## src/rtl/gol_pkg.sv

```systemverilog
// Shared types for the Game-of-Life generation engine.
package gol_pkg;

    localparam int ROWS  = 16;
    localparam int COLS  = 16;
    localparam int ROW_W = $clog2(ROWS);

    typedef logic [COLS-1:0]            row_t;
    typedef logic [ROWS-1:0][COLS-1:0]  grid_t;

    typedef enum logic [1:0] {
        IDLE,
        WAIT,
        COMPUTE,
        COMMIT
    } state_t;

endpackage

```

## src/rtl/gol_row_eval.sv

```systemverilog
// Combinational next-generation evaluation of one row from its two vertical neighbours.
module gol_row_eval
    import gol_pkg::*;
(
    input  row_t above_i,
    input  row_t cur_i,
    input  row_t below_i,
    output row_t next_o
);

    // One dead cell of padding on each side gives dead column edges with no special cases.
    logic [COLS+1:0] above_p;
    logic [COLS+1:0] cur_p;
    logic [COLS+1:0] below_p;

    assign above_p = {1'b0, above_i, 1'b0};
    assign cur_p   = {1'b0, cur_i,   1'b0};
    assign below_p = {1'b0, below_i, 1'b0};

    always_comb begin
        // NOTE: every variable gets a default before any conditional use, so no latch is inferred.
        logic [3:0] n;
        n      = '0;
        next_o = '0;
        for (int c = 0; c < COLS; c++) begin
            n = 4'(above_p[c]) + 4'(above_p[c+1]) + 4'(above_p[c+2])
              + 4'(cur_p[c])                      + 4'(cur_p[c+2])
              + 4'(below_p[c]) + 4'(below_p[c+1]) + 4'(below_p[c+2]);
            next_o[c] = (n == 4'd3) | (cur_i[c] & (n == 4'd2));
        end
    end

endmodule

```

## src/rtl/gol_next_gen.sv

```systemverilog
// Game-of-Life generation engine: paces generations, computes one row per cycle, strobes the grid load.
module gol_next_gen
    import gol_pkg::*;
#(
    parameter int unsigned GEN_PERIOD = 50_000_000
) (
    input  logic        clk,
    input  logic        reset,
    input  logic        run,
    input  logic        step,
    input  logic        edit,
    input  grid_t       grid,
    output grid_t       grid_next,
    output logic        enable_update,
    output logic        busy,
    output logic [15:0] gen_count
);

    localparam int CNT_W = (GEN_PERIOD > 1) ? $clog2(GEN_PERIOD) : 1;
    localparam logic [CNT_W-1:0] RELOAD   = CNT_W'(GEN_PERIOD - 1);
    localparam logic [ROW_W-1:0] ROW_LAST = ROW_W'(ROWS - 1);

    state_t             state_q, state_d;
    logic [ROW_W-1:0]   row_q,   row_d;
    logic [CNT_W-1:0]   cnt_q,   cnt_d;
    logic [15:0]        gen_q,   gen_d;
    grid_t              grid_next_q;

    row_t row_above, row_cur, row_below, row_new;

    always_comb begin
        row_above = '0;
        row_below = '0;
        row_cur   = grid[row_q];
        if (row_q != '0)       row_above = grid[row_q - 1'b1];
        if (row_q != ROW_LAST) row_below = grid[row_q + 1'b1];
    end

    gol_row_eval u_row_eval (
        .above_i (row_above),
        .cur_i   (row_cur),
        .below_i (row_below),
        .next_o  (row_new)
    );

    always_comb begin
        state_d = state_q;
        row_d   = row_q;
        cnt_d   = cnt_q;
        gen_d   = gen_q;
        unique case (state_q)
            IDLE: begin
                if (run) begin
                    state_d = WAIT;
                    cnt_d   = RELOAD;
                end else if (step && !edit) begin
                    state_d = COMPUTE;
                    row_d   = '0;
                end
            end
            WAIT: begin
                if (!run) begin
                    state_d = IDLE;
                end else if (edit) begin
                    cnt_d = RELOAD;
                end else if (cnt_q == '0) begin
                    state_d = COMPUTE;
                    row_d   = '0;
                end else begin
                    cnt_d = cnt_q - 1'b1;
                end
            end
            COMPUTE: begin
                if (edit) begin
                    state_d = run ? WAIT : IDLE;
                    cnt_d   = RELOAD;
                end else if (row_q == ROW_LAST) begin
                    state_d = COMMIT;
                end else begin
                    row_d = row_q + 1'b1;
                end
            end
            COMMIT: begin
                gen_d   = gen_q + 16'd1;
                state_d = run ? WAIT : IDLE;
                cnt_d   = RELOAD;
            end
            default: state_d = IDLE;
        endcase
    end

    // NOTE: sequential state uses non-blocking assignments so every register samples pre-edge values.
    always_ff @(posedge clk or negedge reset) begin
        if (!reset) begin
            state_q     <= IDLE;
            row_q       <= '0;
            cnt_q       <= '0;
            gen_q       <= '0;
            // NOTE: the row buffer is reset too, since it is a visible output with a defined reset value.
            grid_next_q <= '0;
        end else begin
            state_q <= state_d;
            row_q   <= row_d;
            cnt_q   <= cnt_d;
            gen_q   <= gen_d;
            if (state_q == COMPUTE && !edit) grid_next_q[row_q] <= row_new;
        end
    end

    assign grid_next     = grid_next_q;
    assign enable_update = (state_q == COMMIT);
    assign busy          = (state_q == COMPUTE) || (state_q == COMMIT);
    assign gen_count     = gen_q;

endmodule

```

## config.mk

```make
export PLATFORM = sky130hd
export DESIGN_NAME = gol_next_gen
export DESIGN_NICKNAME = d
export VERILOG_FILES = /design/src/rtl/gol_pkg.sv /design/src/rtl/gol_row_eval.sv /design/src/rtl/gol_next_gen.sv
export SDC_FILE = /design/constraint.sdc
export NUM_CORES = 1
export LEC_CHECK = 0
export CAP_MARGIN = 20
export CORE_MARGIN = 4
export CORE_UTILIZATION = 25
export CTS_BUF_LIST = sky130_fd_sc_hd__clkbuf_8
export DETAILED_ROUTE_END_ITERATION = 10
export GPL_TIMING_DRIVEN = 0
export PLACE_DENSITY_LB_ADDON = 0.08
export SKIP_CTS_REPAIR_TIMING = 1
export SLEW_MARGIN = 0
export SYNTH_ARGS = -nofsm -noshare
export SYNTH_HDL_FRONTEND = slang
export SYNTH_SLANG_ARGS = --single-unit
```

## constraint.sdc

```tcl
create_clock -name clk -period 6.4 [get_ports clk]
set_input_delay 0.64 -clock clk [delete_from_list [all_inputs] [get_ports clk]]
set_output_delay 0.64 -clock clk [all_outputs]
set_load 0.01 [all_outputs]
```

* Word-level counts from Yosys, hierarchy flattened
Cells that the tools add are included.
** Word-level totals
- Register bits after elaboration :: 304
- Latch bits :: 0
- Bits in writable memories :: 0
- Bits in read-only memories :: 0
- Output and inout bits :: 274
- Memories :: 0
** Cells by class
- $add $sub $neg :: 109
- $mul :: 0
- Div/mod/pow operators :: 0
- Order comparisons :: 4
- Equal/unequal tests :: 51
- Shift-type cells :: 0
- Multiplexer cells :: 34
- Bitwise logic cells :: 32
- Reductions and logical operators :: 12
** Operator list (count)
- 4-bit by 1-bit adder with 4-bit output :: 90
- 256-bit bitwise mux :: 1
- 16-bit binary-select mux with 4-bit select :: 3
- 26-bit two-way mux :: 5
- 4-bit by 2-bit == test with 1-bit output (second input constant) :: 32
- 26-bit one-hot mux with 4 select lines :: 1
- 16-bit two-way mux :: 6
- 16-bit demux with 4-bit select :: 1
- 1-bit by 1-bit adder with 2-bit output :: 15
- 4-bit two-way mux :: 7
- 26-bit zero test :: 1
- 26-bit by 1-bit subtractor with 26-bit output (second input constant) :: 1
- 2-bit inequality test (second input constant) :: 9
- 16-bit by 1-bit adder with 16-bit output (second input constant) :: 1
- 1-bit bitwise AND :: 16
- 1-bit bitwise OR :: 16
- 4-bit by 5-bit less-than comparator with 1-bit output (second input constant) :: 3
- 3-bit inequality test (second input constant) :: 5
- 2-bit two-way mux :: 7
- 4-bit one-hot mux with 3 select lines :: 1
- 2-bit one-hot mux with 4 select lines :: 1
- 4-bit AND reduction :: 2
- 8-bit AND reduction :: 1
- 4-bit by 1-bit adder with 4-bit output (second input constant) :: 1
- other kinds (13) :: 16

* Logic depth before layout (Yosys ltp)
Gate-level depths: netlist (run 1).
- Depth in word-level cells :: 15
- Gate-level depth with buffers :: 29

* Hierarchy
A second synthesis (run 1) with hierarchy kept.
** Unflattened totals
- Cells, all modules :: 1545
- Area total of the unflattened synthesis :: 20791.2 µm²
** Modules (own cells, without submodules)
- gol_next_gen :: times used 1, cells each 1266, area each 18261.3 µm², seq. area each 7607.3 µm²
- gol_row_eval :: times used 1, cells each 279, area each 2529.9 µm², seq. area each 0.0 µm²

* Worst setup path before layout (run 1)
OpenSTA, ideal clock, no wires.
- Path kind :: flip-flop to flip-flop
- Start point :: register row_q[0]
- End point :: register grid_next_q, in the netlist grid_next[105]
- Setup time :: 83 ps
- Data arrival time :: 6324 ps
- Path slack :: -7 ps
- Stages on the path, launching flop included :: 28
- Buffers on the path :: 10
- Period minus slack after synthesis :: 6407 ps
- Cells stage by stage :: dfrtp_1 buf_6 buf_6 buf_6 buf_6 buf_4 buf_2 buf_4 inv_1 ha_1 clkbuf_1 clkbuf_1 mux4_2 nand2_1 nand3_1 and3_1 ha_1 fa_1 fa_1 inv_1 fa_1 fa_1 nor2_1 nand3_1 a21oi_1 nand2_1 clkbuf_2 o21ai_0
** On the way
- Cells in the longest elaborated chain, start to end :: 15
- Elaborated cells on any way between the ends :: 29
** Ends and longest elaborated chain
- from (decl) :: line gol_next_gen.sv:24 : logic [ROW_W-1:0] row_q, row_d;
- from (signal assigned) :: line gol_next_gen.sv:103 : row_q <= row_d;
- 4-bit by 1-bit subtractor with 4-bit output :: line gol_next_gen.sv:35 : if (row_q != '0) row_above = grid[row_q - 1'b1];
- 16-bit binary-select mux with 4-bit select :: line gol_next_gen.sv:35
- 16-bit two-way mux (not written as such) :: line gol_next_gen.sv:35
- 16-bit two-way mux :: line gol_next_gen.sv:35
- 1-bit by 1-bit adder with 2-bit output :: line gol_row_eval.sv:26 : n = 4'(above_p[c]) + 4'(above_p[c+1]) + 4'(above_p[c+2])
- 4-bit by 1-bit adder with 4-bit output :: line gol_row_eval.sv:26
- 4-bit by 1-bit adder with 4-bit output (2 in a row) :: line gol_row_eval.sv:27 : + 4'(cur_p[c]) + 4'(cur_p[c+2])
- 4-bit by 1-bit adder with 4-bit output (3 in a row) :: line gol_row_eval.sv:28 : + 4'(below_p[c]) + 4'(below_p[c+1]) + 4'(below_p[c+2]);
- 4-bit by 2-bit == test with 1-bit output :: line gol_row_eval.sv:29 : next_o[c] = (n == 4'd3) | (cur_i[c] & (n == 4'd2));
- 1-bit bitwise AND :: line gol_row_eval.sv:29
- 1-bit bitwise OR :: line gol_row_eval.sv:29
- 256-bit bitwise mux (*) :: line gol_next_gen.sv:106 : if (state_q == COMPUTE && !edit) grid_next_q[row_q] <= row_new;
- to (signal, indexed assignment) :: line gol_next_gen.sv:106
- to (decl) :: line gol_next_gen.sv:27 : grid_t grid_next_q;
Every way passes the cells marked *; elsewhere a longest branch is shown, timed or not. The select of a mux whose other input is x is not followed.
A chain may end at the register's enable or synchronous reset.

* Worst setup path after layout (run 1)
- Start point :: register row_q[0]
- End point :: register grid_next_q, in the netlist grid_next[3]
Same word-level chain as after synthesis.

==> impl_metrics.ini, run 1 <==
[status]
status = finished clean

[timing]
drv_slew = 0
fin_crit_sh_pct = 96.67
skew_ns = 0.02322
setup_viol = 0
fmax_mhz = 161.6
fin_crit_ns = 6.187
tightest_slew_ns = 1.114
hold_viol = 0
slew-limit-headroom_pct = 25.71

[grt]
grt_pass1_wl_um = 139100
track_usage_pct = 21.75
grt_overflow = 0
grt_start_max_net_pins = 112
antenna_found_initial = 3
grt_pass1_vias = 19408

[floorplanning]
die_y_um = 295.8
dieWidth_um = 295.8
start_util_pct = 25.23
dieArea_um2 = 87520
row_count = 105
core_um2 = 82110
io_pins = 535

[yosys]
synth-simple-area-share_pct = 13.57
syn_inst = 1918
synth_xor_area_share_pct = 1.136
synth_top_family_by_area = multiplexers
synth_fp_nets = 2289
synth.distinct_cells = 73
yosysWarnings = 0
synthAdderAreaFrac_pct = 8.819
synth_compound_area_share_pct = 11.22
synth_edf_count = 0
synth_mux_area_share_pct = 23.36
yosysSeqAreaShare_pct = 36.73
synth_flop_cell = dfrtp_1
synthArstFlopShare_pct = 100.0
yosysTopAreaCell = dfrtp_1
ys_ff_latch = 304
syn_area_um2 = 20710
synthTopCellsByArea = dfrtp_1, mux4_2, nand2_1
synth_top_area_share_pct = 36.73
postSynthAreaPerCell_um2 = 10.80

[worst_setup_path]
worstPathMaxFanout = 10
arrival_ns = 6.69
crit_required_ns = 6.90
path_class = flop to flop
cp_common_cell = fa_1
max_stage_delay_ns = 0.55
critPathSlowestCell = fa_1
path_cells = buf_12 -> buf_12 -> buf_8 -> buf_12 -> buf_16 -> inv_1 -> ha_2 -> xor2_2 -> buf_6 -> mux4_2 -> nand2_2 -> inv_1 -> ha_1 -> inv_1 -> fa_1 -> fa_1 -> fa_1 -> fa_1 -> nor2_1 -> nand3_1 -> a221o_2 -> buf_4 -> o21ai_1
end_kind = flop
cp-start-kind = flop

[route]
avgViaCountPerCell = 5.163
firstDrtPassIters = 5
drt_wl_total_um = 98190
drt_iter0_markers = 1246
drtAntennaViolNets = 0
vias = 18810
drc = 0
wl_per_cell_um = 26.95

[pwr]
total_leakage_power_nw = 11.74
power.density_nw_per_um2 = 521.3
p_total_w = 0.01519
ir_drop_uv = 361.0

[cts]
cts-root-buf = clkbuf_8
cts_buffer_depth = 3
htree_levels = 2
cts_buffers = 52
clkSlewWorstSetupHoldPaths_ns = 0.06
cts.sinks = 304
clock_latency_ns = 0.60
tritoncts = built

[cells_and_area]
nNetsFinal = 2906
syn2layout_area_growth_pct = 40.64
fillCellCount = 8250
final_cells = 3643
final_layout_size_suffix_gt1_share_pct = 17.62

[job]
maxCapViolCount = 0

[placement]
place.gp.congestion = 0.8809
io_buffer_count = 533
dp_cells = 3529
dp_hpwl_um = 76880

[worst_hold_path]
min_path_type = input port to asynchronous set/reset pin
[synth_stat cells, drive strengths merged, types with 4 or more instances]
| cell | instances |
|---|---|
| a22o | 11 |
| nor2 | 51 |
| or3 | 6 |
| and3 | 22 |
| o21ai | 267 |
| xnor2 | 18 |
| a221o | 9 |
| o2bb2ai | 5 |
| mux4 | 195 |
| mux2i | 39 |
| xor2 | 8 |
| nor3 | 14 |
| inv | 87 |
| a211o | 5 |
| a21oi | 14 |
| buf | 48 |
| nor4 | 11 |
| fa | 60 |
| o311ai | 5 |
| dfrtp | 304 |
| nand2b | 30 |
| mux2 | 5 |
| nand4 | 12 |
| clkbuf | 103 |
| or4 | 8 |
| o31ai | 5 |
| nand2 | 374 |
| and2 | 4 |
| a31oi | 5 |
| a221oi | 11 |
| nand3 | 83 |
| ha | 50 |
| o211ai | 4 |
[area by class of cell]
cell class              instances  area [µm²]  share of cell area, %
inverters                      87       326.6                  1.121
multi-input cells            1376       12190                  41.85
plain buffers                 148       952.2                  3.268
well taps                    1070        1339                  4.596
diodes                          2       5.005                0.01718
clock buffers                  63       867.1                  2.976
clock inverters                27       188.9                 0.6485
repair buffers                566        5653                  19.40
flip-flops and latches        304        7609                  26.12
[final timing paths]
check | endpoint | cells after the start | startpoint | slack (ns)
max | grid_next[3] | 23 | row_q[0] | 0.21
min reg2reg | grid_next[63] | 2 | grid_next[63] | 0.48
min | grid_next[52] | 1 | reset | 0.06
max in group asynchronous | row_q[0] | 2 | reset | 5.20
min in group clk | state_q[1] | 2 | edit | 0.40
max reg2reg | grid_next[3] | 23 | row_q[0] | 0.21
[sequential cells by signal, summed over array words and instances (netlist names)]
signal,count
grid_next,256
cnt_q,26
gen_count,16
row_q,4
state_q,2
[per-layer routing]
layer / track usage (%) / part of all wire [%] / vias up
met5: 0 / 0 / -
met4: 7.246 / 3.3 / 0
met3: 4.883 / 7.4 / 152
met2: 38.16 / 50 / 901
met1: 26.51 / 39 / 9506
li1: - / - / 8251
[logic make-up (layout without fill, tap and decap cells)]
kind of cell | Yosys count | count (layout)
compound gates | 373 | 373
xor+xnor | 26 | 26
fa+ha+maj | 110 | 110
buf+inv | 238 | 891
flops | 304 | 304
mux | 239 | 239
other cells | 0 | 2
simple gates | 628 | 628
[cells in the final DEF (no fill, tap or decap), drive strengths merged, types with 5 or more instances in the layout]
master         synthesis  layout
a211o                  5       5
a21oi                 14      14
a221o                  9       9
a221oi                11      11
a22o                  11      11
a31oi                  5       5
and3                  22      22
buf                   48      95
clkbuf               103     150
clkdlybuf4s50          0     532
clkinv                 0      13
dfrtp                304     304
fa                    60      60
ha                    50      50
inv                   87      98
mux2                   5       5
mux2i                 39      39
mux4                 195     195
nand2                374     374
nand2b                30      30
nand3                 83      83
nand4                 12      12
nor2                  51      51
nor3                  14      14
nor4                  11      11
o21ai                267     267
o2bb2ai                5       5
o311ai                 5       5
o31ai                  5       5
or3                    6       6
or4                    8       8
xnor2                 18      18
xor2                   8       8
[worst max-delay path, delay by kind of cell (launching register included)]
kind            cells  cell delay (ns)
compound gates      2             0.63
xor+xnor            1             0.27
fa+ha+maj           6             2.34
buf+inv            10             1.44
flops               1             0.43
mux                 1             0.54
simple gates        3             0.37
[power by group]
part | total [W] | internal, W | leakage, nW | switching (W)
clock | 0.00181 | 0.000974 | 0.592 | 0.000838
sequential | 0.00218 | 0.00207 | 4.14 | 0.000111
combinational | 0.0112 | 0.00400 | 7.02 | 0.00719
total | 0.0152 | 0.00704 | 11.7 | 0.00814
[metrics by stage]
step	TNS (ns)	hold WS [ns]	util [%]	instance area, µm²	setup WS [ns]
floorplan	0	0.3444	-	20720	0.02953
global placement	-3369.77	0.4614	33.36	27390	-9.110
detailed placement	-602.23	0.4666	33.49	27500	-2.940
CTS	-603.74	0.05520	34.78	28550	-2.970
global route	-0.04364	0.08451	35.48	29130	-0.01270
finish	0	0.06426	35.48	29130	0.2132
Power figures use the tool's default switching activity.
==> run 2: changes to the inputs <==
--- a/config.mk
+++ b/config.mk
@@ -11,9 +11,9 @@
 export CTS_BUF_LIST = sky130_fd_sc_hd__clkbuf_8
 export DETAILED_ROUTE_END_ITERATION = 10
 export GPL_TIMING_DRIVEN = 0
-export PLACE_DENSITY_LB_ADDON = 0.08
 export SKIP_CTS_REPAIR_TIMING = 1
 export SLEW_MARGIN = 0
 export SYNTH_ARGS = -nofsm -noshare
 export SYNTH_HDL_FRONTEND = slang
 export SYNTH_SLANG_ARGS = --single-unit
+export TNS_END_PERCENT = 100
==> run 2 against run 1 <==
Against the previous run:
- first-iteration DRC count grew 8.3%
- sequential power is essentially flat
- sequential share of layout area shrank 0.41 points
- via count grew 0.89%
- utilization grew 0.56 points
- routed wire length fell by 6.1%
- register-to-register slack got worse by 0.05 ns
- cell area is 1.6% higher
- clock skew rose by 0.029 ns
- flip-flop and latch count unchanged
- largest cell class unchanged
==> impl_metrics.ini, run 2 (synthesized netlist as in run 1, its figures left out) <==
[status]
status = finished clean

[worst_setup_path]
reg2reg_slack_ns = 0.17
max_stage_delay_ns = 0.53
critPathSlowestCell = mux4_2
r2r-end = grid_next[54]
rr_worst_depth = 24
worstPathMaxFanout = 8
cp-start-kind = flop
arrival_ns = 6.76
path_class = flop to flop
end_kind = flop
regToRegStartpoint = row_q[0]
path_cells = buf_8 -> buf_12 -> buf_16 -> buf_12 -> buf_12 -> buf_16 -> clkinvlp_4 -> ha_4 -> buf_12 -> mux4_2 -> mux4_2 -> nand2_4 -> inv_1 -> ha_1 -> inv_1 -> fa_1 -> fa_1 -> fa_2 -> fa_2 -> nor2_2 -> nand3_1 -> a221o_4 -> clkbuf_16 -> o21ai_0
cp_common_cell = buf_12
crit_required_ns = 6.93

[cts]
cts.sinks = 304
clock_latency_ns = 0.65
htree_levels = 2
tritoncts = built
cts_buffer_depth = 3
cts-root-buf = clkbuf_8
clkSlewWorstSetupHoldPaths_ns = 0.06
cts_buffers = 50

[timing]
hold_viol = 0
fin_crit_ns = 6.234
fmax_mhz = 160.4
setup_tns_ns = 0
setup_ws_ns = 0.1663
skew_ns = 0.05178
rsz0062_at_grt = true
fin_crit_sh_pct = 97.40
setup_viol = 0
tightest_slew_ns = 1.258
slew-limit-headroom_pct = 16.16
drv_slew = 0

[cells_and_area]
largest_reg_flops = 256
final_layout_size_suffix_gt1_share_pct = 18.55
fin_area_um2 = 29590
syn2layout_area_growth_pct = 42.87
final_common_cell = clkdlybuf4s50_1
nNetsFinal = 2918
final_cell_mix = clkdlybuf4s50_1, nand2_1, dfrtp_1
antenna-diode-count = 0
fin_util_pct = 36.04
fillCellCount = 8267

[pwr]
switchingPower_w = 0.008296
seqPwrFrac_pct = 13.5
clkPwrFrac_pct = 12.1
p_int_w = 0.007760
p_comb_share_pct = 74.3
total_leakage_power_nw = 11.93
ir_drop_uv = 424.0
netSwitchingFraction_pct = 51.67
power.density_nw_per_um2 = 542.6

[route]
drc = 0
firstDrtPassIters = 7
drt_wl_total_um = 92180
vias = 18978
drt_iter0_markers = 1349
avgViaCountPerCell = 5.189
wl_per_cell_um = 25.21
drtAntennaViolNets = 0

[floorplanning]
dieWidth_um = 295.8
row_count = 105
dieArea_um2 = 87520
io_pins = 535
start_util_pct = 25.23
die_y_um = 295.8
core_um2 = 82110

[grt]
top_usage_layer = met2
track_usage_pct = 20.06
grt_pass1_wl_um = 129700
antenna_found_initial = 1
met1_usage_pct = 24.11
grt_use_met3_pct = 4.433
grt_overflow = 0
grt_start_max_net_pins = 113
grt_pass1_vias = 18934
use_met2_pct = 34.99

[job]
maxCapViolCount = 0

[placement]
place.gp.congestion = 0.9939
pre_cts_ws_ns = -2.525
io_buffer_count = 533
dp_hpwl_um = 71510
place_area_um2 = 27490

[worst_hold_path]
min_path_type = input port to asynchronous set/reset pin
==> run 2: layout make-up <==
type                       instances  area, µm²  share of cell area (%)
buffer                           149       1049                   3.543
clock inverter                    27      250.2                  0.8456
multi-input combinational       1376      12270                   41.48
timing repair buffer             579       5849                   19.77
clock buffer                      65      894.6                   3.023
tap                             1070       1339                   4.524
inverter                          87      330.3                   1.116
sequential                       304       7607                   25.71
==> run 2: through the flow <==
step | power (W) | hold WS (ns) | std cells
2_1_floorplan | 0.007454 | 0.3444 | 1918
3_3_place_gp | 0.01197 | 0.4589 | 3521
3_5_place_dp | 0.01229 | 0.4648 | 3526
4_1_cts | 0.01429 | 0.004585 | 3618
5_1_grt | 0.01716 | 0.08115 | 3657
6_report | 0.01606 | 0.01206 | 3657
==> run 2: power groups by stage <==
stage	sequential (W)	clock, W	combinational [W]
floorplan	0.00225	0	0.00521
global placement	0.00221	0	0.00976
detailed placement	0.00221	0	0.0101
CTS	0.00217	0.00202	0.0101
global route	0.00219	0.00210	0.0129
finish	0.00217	0.00195	0.0119
==> run 2: worst max-delay path by stage <==
stage / start / end / slack (ns) / cells after the start
2_1_floorplan: row_q[0] / grid_next[105] / 0.03 / 26
3_3_place_gp: reset / gen_count[7] / -9.11 / 1
3_5_place_dp: row_q[0] / grid_next[104] / -2.53 / 25
4_1_cts: row_q[0] / grid_next[152] / -2.58 / 25
5_1_grt: row_q[0] / grid_next[6] / -0.04 / 24
6_report: row_q[0] / grid_next[54] / 0.17 / 24
==> run 2: critical path, delay by kind of cell (launching register included) <==
kind | cells | cell delay [ns]
fa+ha+maj | 6 | 2.45
buf+inv | 11 | 1.40
mux | 2 | 0.83
compound gates | 2 | 0.68
flops | 1 | 0.40
simple gates | 3 | 0.30
==> run 2: layer usage <==
layer / part of all wire [%] / up-vias
met3: 8.2 / 198
met1: 38 / 9440
li1: - / 8280
met5: 0 / -
met2: 49 / 1060
met4: 4.6 / 0
